[src/rtl/cpu_pkg.sv]
// Shared encodings for the 10-bit CPU control path: FSM states, opcodes, ALU/WB codes, field slices.
// Pure definitions; no logic, no latency, no flow control.
// Imported by cpu_decode and cpu_ctrl_seq.
package cpu_pkg;

  localparam logic [2:0] ST_FETCH  = 3'd0;
  localparam logic [2:0] ST_DECODE = 3'd1;
  localparam logic [2:0] ST_EXEC_A = 3'd2;
  localparam logic [2:0] ST_WB     = 3'd3;
  localparam logic [2:0] ST_HALT   = 3'd4;

  localparam logic [1:0] OP_MOV = 2'b00;
  localparam logic [1:0] OP_LDI = 2'b01;
  localparam logic [1:0] OP_ALU = 2'b10;
  localparam logic [1:0] OP_JMP = 2'b11;

  localparam logic [1:0] ALU_ADD = 2'b00;
  localparam logic [1:0] ALU_SUB = 2'b01;
  localparam logic [1:0] ALU_AND = 2'b10;
  localparam logic [1:0] ALU_OR  = 2'b11;

  localparam logic [1:0] WB_MUX = 2'b00;
  localparam logic [1:0] WB_IMM = 2'b01;
  localparam logic [1:0] WB_ALU = 2'b10;

  localparam int OP_HI  = 9;
  localparam int OP_LO  = 8;
  localparam int RD_HI  = 7;
  localparam int RD_LO  = 6;
  localparam int RS_HI  = 5;
  localparam int RS_LO  = 4;
  localparam int IMM_HI = 3;
  localparam int IMM_LO = 0;

  typedef struct packed {
    logic [1:0] op;
    logic [1:0] rd;
    logic [1:0] rs;
    logic [3:0] imm4;
    logic       is_halt;
  } dec_t;

endpackage

[src/rtl/cpu_decode.sv]
// Splits an instruction word into its fields and flags the HALT encoding.
// Latency: purely combinational. Backpressure: none.
module cpu_decode
  import cpu_pkg::*;
(
  input  logic [9:0] ir,
  output dec_t       dec
);

  always_comb begin
    dec.op      = ir[OP_HI:OP_LO];
    dec.rd      = ir[RD_HI:RD_LO];
    dec.rs      = ir[RS_HI:RS_LO];
    dec.imm4    = ir[IMM_HI:IMM_LO];
    // JMP with rd=rs=3 is HALT regardless of imm4
    dec.is_halt = (ir[OP_HI:OP_LO] == OP_JMP) && (ir[RD_HI:RD_LO] == 2'b11)
                  && (ir[RS_HI:RS_LO] == 2'b11);
  end

endmodule

[src/rtl/cpu_ctrl_seq.sv]
// Multi-cycle fetch/decode/execute sequencer: owns pc, ir and HALT; drives mux select and datapath strobes.
// Latency with 1-cycle ack: JMP 2, MOV/LDI 3, ALU 4 cycles.
// Backpressure: FETCH waits indefinitely for imem_ack with pc held; outputs are Moore, zeroed while rst_n=0.
module cpu_ctrl_seq
  import cpu_pkg::*;
#(
  parameter int PC_W = 8,
  parameter int IW   = 10
) (
  input  logic            clk,
  input  logic            rst_n,
  output logic            imem_req,
  output logic [PC_W-1:0] imem_addr,
  input  logic            imem_ack,
  input  logic [IW-1:0]   imem_rdata,
  output logic [1:0]      sw,
  output logic            opa_ld,
  output logic [1:0]      alu_op,
  output logic [1:0]      wb_sel,
  output logic [1:0]      wb_rd,
  output logic            reg_we,
  output logic [IW-1:0]   imm,
  output logic            halted
);

  logic [2:0]      state;
  logic [PC_W-1:0] pc;
  logic [IW-1:0]   ir;
  dec_t            dec;

  cpu_decode u_decode (
    .ir  (ir[9:0]),
    .dec (dec)
  );

  always_ff @(posedge clk) begin
    if (!rst_n) begin
      state <= ST_FETCH;
      pc    <= '0;
      ir    <= '0;
    end else begin
      case (state)
        ST_FETCH: begin
          if (imem_ack) begin
            ir    <= imem_rdata;
            pc    <= pc + PC_W'(1);
            state <= ST_DECODE;
          end
        end
        ST_DECODE: begin
          if (dec.is_halt) begin
            state <= ST_HALT;
          end else begin
            case (dec.op)
              OP_ALU: state <= ST_EXEC_A;
              OP_JMP: begin
                pc    <= PC_W'({dec.rd, dec.rs, dec.imm4});
                state <= ST_FETCH;
              end
              default: state <= ST_WB;
            endcase
          end
        end
        ST_EXEC_A: state <= ST_WB;
        ST_WB:     state <= ST_FETCH;
        ST_HALT:   state <= ST_HALT;
        default:   state <= ST_FETCH;
      endcase
    end
  end

  always_comb begin
    imem_req  = 1'b0;
    imem_addr = '0;
    sw        = 2'b00;
    opa_ld    = 1'b0;
    alu_op    = ALU_ADD;
    wb_sel    = WB_MUX;
    wb_rd     = 2'b00;
    reg_we    = 1'b0;
    imm       = '0;
    halted    = 1'b0;
    if (rst_n) begin
      imem_addr = pc;
      imm       = IW'(dec.imm4);
      case (state)
        ST_FETCH:  imem_req = 1'b1;
        ST_EXEC_A: begin
          sw     = dec.rd;
          opa_ld = 1'b1;
        end
        ST_WB: begin
          reg_we = 1'b1;
          wb_rd  = dec.rd;
          case (dec.op)
            OP_LDI: wb_sel = WB_IMM;
            OP_ALU: begin
              sw     = dec.rs;
              wb_sel = WB_ALU;
              alu_op = dec.imm4[1:0];
            end
            default: sw = dec.rs;
          endcase
        end
        ST_HALT: halted = 1'b1;
        default: ;
      endcase
    end
  end

endmodule

[config.mk]
export PLATFORM = sky130hd
export DESIGN_NAME = cpu_ctrl_seq
export DESIGN_NICKNAME = d
export VERILOG_FILES = /design/src/rtl/cpu_pkg.sv /design/src/rtl/cpu_decode.sv /design/src/rtl/cpu_ctrl_seq.sv
export SDC_FILE = /design/constraint.sdc
export NUM_CORES = 1
export LEC_CHECK = 0
export CELL_PAD_IN_SITES_DETAIL_PLACEMENT = 0
export CELL_PAD_IN_SITES_GLOBAL_PLACEMENT = 2
export CORE_MARGIN = 8
export CORE_UTILIZATION = 25
export CTS_CLUSTER_DIAMETER = 100
export DETAILED_ROUTE_END_ITERATION = 8
export GPL_TIMING_DRIVEN = 0
export PLACE_DENSITY = 0.86
export SLEW_MARGIN = 20
export SYNTH_ARGS = -nofsm -noshare
export SYNTH_HDL_FRONTEND = slang
export SYNTH_SLANG_ARGS = --single-unit
export TNS_END_PERCENT = 100
[constraint.sdc]
create_clock -name clk -period 2.29 [get_ports clk]
set_input_delay 0.687 -clock clk [delete_from_list [all_inputs] [get_ports clk]]
set_output_delay 0.687 -clock clk [all_outputs]
set_load 0.005 [all_outputs]
======== Word level (Yosys, flattened, before mapping) ========
Index checks and enable logic that the tools add are counted.
word-level totals
  word-level logic and storage cells ...... 51
  register bits ........................... 21
  output and inout port bits .............. 30
cells by class
  mux-type cells .......................... 29
  equality and inequality tests ........... 12
  reductions and logical operators ........ 6
  add/sub/neg operators ................... 1
operator list
  operator             number
  $mux 8               4
  $mux 2               9
  $pmux 8 s2           1
  $pmux 2 s2           3
  $pmux 3 s4           1
  $add 8x1->8 const B  1
  $eq 2x2->1 const B   4
  $mux 1               8
  $eq 3x2->1 const B   2
  $mux 3               2
  $mux 4               1
  $ne 2x2->1 const B   2
  $reduce_and 4->1     1
  $eq 3x1->1 const B   1
  $eq 3x3->1 const B   1
  $logic_not 3->1      1
  $eq 2x1->1 const B   1
  $logic_and 1x1->1    2
  $ne 2x1->1 const B   1
  $reduce_and 2->1     1
  $reduce_bool 2->1    1

======== Longest topological paths before layout ========
  depth in word-level cells ............... 5
  depth in mapped cells ................... 7
  mapped depth without buffers ............ 5

======== Modules after synthesis ========
From an unflattened synthesis, not the netlist that was laid out.
second synthesis, totals
  cells, all modules ...................... 176
  area, all modules ....................... 1366.3 µm²
modules (own cells, without submodules)
  module        area each (µm²)  instances  sequential area each (µm²)  cells an instance
  cpu_ctrl_seq  1277.5           1          420.4                       163
  cpu_decode    88.8             1          0.0                         13

======== Worst setup path after synthesis ========
Ideal clock, no wire load.
  kind .................................... input port to output port
  start point ............................. in rst_n
  end point ............................... out halted
  data required time ...................... 1603 ps
  slack ................................... 229 ps
  arrival ................................. 1374 ps
  cell stages on the path ................. 4
  path through ............................ clkbuf_1 -> clkbuf_1 -> nand2_1 -> nor3_1
on the way
  word-level cells in the longest chain between the ends .. 1
ends and longest elaborated chain
  what         RTL line            RTL
  from (decl)  cpu_ctrl_seq.sv:11  input logic rst_n,
  $mux 1       cpu_ctrl_seq.sv:83  if (rst_n) begin
  to (decl)    cpu_ctrl_seq.sv:23  output logic halted
No other way between the ends.

======== Worst setup path after layout ========
  start point ............................. in rst_n
  end point ............................... out imem_addr[6]
on the way
  word-level cells in the longest chain between the ends .. 1
ends and longest elaborated chain
  what       RTL line            RTL
  $mux 8     cpu_ctrl_seq.sv:83
  to (decl)  cpu_ctrl_seq.sv:13  output logic [PC_W-1:0] imem_addr,
No other way between the ends.

==> flow_summary.ini <==
[die]
pin_count = 43
initial_core_util = 0.255
die_area_mm2 = 0.00766
die_w_um = 87.5
coreArea_mm2 = 0.00501
std_cell_rows = 26
fp.dieH_um = 87.5

[yosys]
synthesis.area_mm2 = 0.00128
yosys_warnings = 0
syn_area_per_cell_um2 = 7.80
synth_edf_count = 0
ys_async_sr_fraction = 0
synth_top_area_frac = 0.329
synth.largest_area_cell = dfxtp_1
synthDistinctLibCells = 39
ys_seq_area_frac = 0.329
synthTopCellsByArea = dfxtp_1 (33%), nand2_1 (9.4%), and2_1 (7.8%)
netlist_instances = 164
ys_seq_elements = 21
synth_ff_type = dfxtp_1

[finish]
antennaDiodeCount = 0
drive_above_1_share = 0.212
final_cell_count_no_fill = 287
fillers = 571
layout.nets = 232
area_delta_synth_final_pct = 49.8
final_cell_mix = nand2_1 (32), dfxtp_1 (21), and2_1 (15)
seq_area_um2 = 420
multi_input_area_um2 = 800
final_common_cell = nand2_1

[timing]
fin_ws_ps = 44.7
fin_worst_skew_ps = 1.93
min_period_ps = 2250
rsz0062_at_grt = false
hold_slack_ps = 474
timing_hold_violations_final = 0
fmax_mhz = 445
drv_slew = 0
tightest_slew_ps = 655
post-route-period-util = 0.980
maxSlewHeadroom = 0.562
finalSetupViolations = 0

[global_route]
grt_overflow = 0
track_usage = 0.109
met1_usage = 0.130
grt_use_met3 = 0.0302
grt_max_degree = 13
grt_pass1_wl_um = 6650
antenna_found_initial = 0
first_global_vias = 1331
grt_busiest_layer = met2
grtUsageMet2 = 0.189

[critical_path]
cp.depth = 4
crit_required_ps = 1600
slowest_stage = clkdlybuf4s50_1
arrival_ps = 1560
end_kind = output pin
critPathKind = input port to output pin
start_kind = input port
cp_top_family = buffers and inverters
worstPathCellList = buf_8 -> clkbuf_8 -> and2_1 -> clkdlybuf4s50_1
cp_max_fo = 5
worstRegToRegCells = 5
cp_slowest_stage_delay_ps = 500
worst-path-buf-inv = 3

[outcome]
outcome = finished clean

[placement]
dp_hpwl_um = 2930
place.gp.congestion = 0.781
pre_cts_ws_ps = -1130
dpl.cell_count = 275
io_buffers = 36

[detailed_routing]
vias = 1299
first_iter_violations = 87
firstDrtPassIters = 4
postRouteAntennaNets = 0
drcViolationCount = 0
routed_via_density = 4.53
wl_per_cell_um = 13.7
routed_wl_um = 3920

[clock_network]
clk_pin_slew_worst_paths_ps = 80
clk_path_buf_depth = 2
root_buffer = clkbuf_8
cts_buffers = 3
postCtsHoldBufs = 0
clk_latency_ps = 260
ctsHtreeMaxLevel = 1
clock-sinks = 21
cts_tree = built

[power]
ir_worst_vdd_mv = 0.394
p_clk_frac = 0.272
leakage_uw = 0.000815
p_sw_uw = 283
power_frac_seq = 0.459
power.total_uw = 909
combinationalPowerShare = 0.269
intPower_uw = 626
switching_share = 0.312
powerDensity_mw_per_mm2 = 474

[job]
drv_cap = 0

[worst_hold_path]
hold_path_class = flip-flop to flip-flop
hold_depth = 2
registers in the layout, indices dropped and copies added (netlist names):
register,flops
ir,10
pc,8
state,3
synthesized netlist by cell type, types with 4 or more instances:
| cell | number |
|---|---|
| nand2_1 | 32 |
| dfxtp_1 | 21 |
| and2_1 | 16 |
| a21oi_1 | 15 |
| nand3_1 | 9 |
| buf_4 | 6 |
| clkbuf_1 | 6 |
| a32o_1 | 5 |
| nor3_1 | 5 |
| inv_1 | 4 |
| o31ai_1 | 4 |
power groups by stage:
stage               clock, uW  sequential (uW)  combinational, uW
floorplan                   0              416                146
global placement            0              425                226
detailed placement          0              425                225
CTS                       256              417                243
global route              272              423                272
finish                    248              417                244
cells by family (layout without fill, tap and decap cells):
logic type,count (synthesis),after routing,synth area share
simple gates,80,80,0.331
compound gates,39,39,0.221
flops,21,21,0.329
buf+inv,21,69,0.0988
fa+ha+maj,1,1,0.00978
other cells,1,6,0.00293
mux,1,1,0.00783
tightest hold or removal path: stages (launching register included):
cell and delay [ps]:
dfxtp_1 330, nand2_1 50, a21oi_1 50
layer usage:
metal	part of all wire	routed length [um]
met5	0	0
met4	0.012	48
met3	0.048	187
met2	0.49	1930
met1	0.45	1760
final timing paths:
check                                           start  slack, ps                  to
worst max register to register  state[1]$_SDFFE_PN0N_        260  pc[1]$_SDFFE_PN0P_
worst min-delay path               ir[3]$_SDFFE_PN0P_        470  ir[3]$_SDFFE_PN0P_
worst min register to register     ir[3]$_SDFFE_PN0P_        470  ir[3]$_SDFFE_PN0P_
worst max-delay path                            rst_n         40        imem_addr[6]
repair_timing:
action                                  in CTS  in global routing
gates cloned                                 1                  0
resized for setup                           55                  8
buffers inserted                             9                  0
endpoints found under the setup margin      24                  9
pin swaps                                    5                  1
area by class of cell:
| cell class | count | share of cell area |
|---|---|---|
| buffer | 17 | 0.0764 |
| clock buffer | 3 | 0.0216 |
| clock inverter | 1 | 0.00261 |
| inverter | 4 | 0.00784 |
| multi-input combinational | 127 | 0.417 |
| sequential | 21 | 0.219 |
| tap | 70 | 0.0457 |
| timing repair buffer | 44 | 0.209 |
metrics by stage:
| step | setup TNS [ps] | cell area, um^2 | util |
|---|---|---|---|
| 2_1_floorplan | 0 | 1300 | - |
| 3_3_place_gp | -19130 | 1750 | 0.348 |
| 3_5_place_dp | -18740 | 1750 | 0.348 |
| 4_1_cts | -0.697 | 1900 | 0.379 |
| 5_1_grt | 0 | 1920 | 0.382 |
| 6_report | 0 | 1920 | 0.382 |
(Power assumes the default switching activity.)
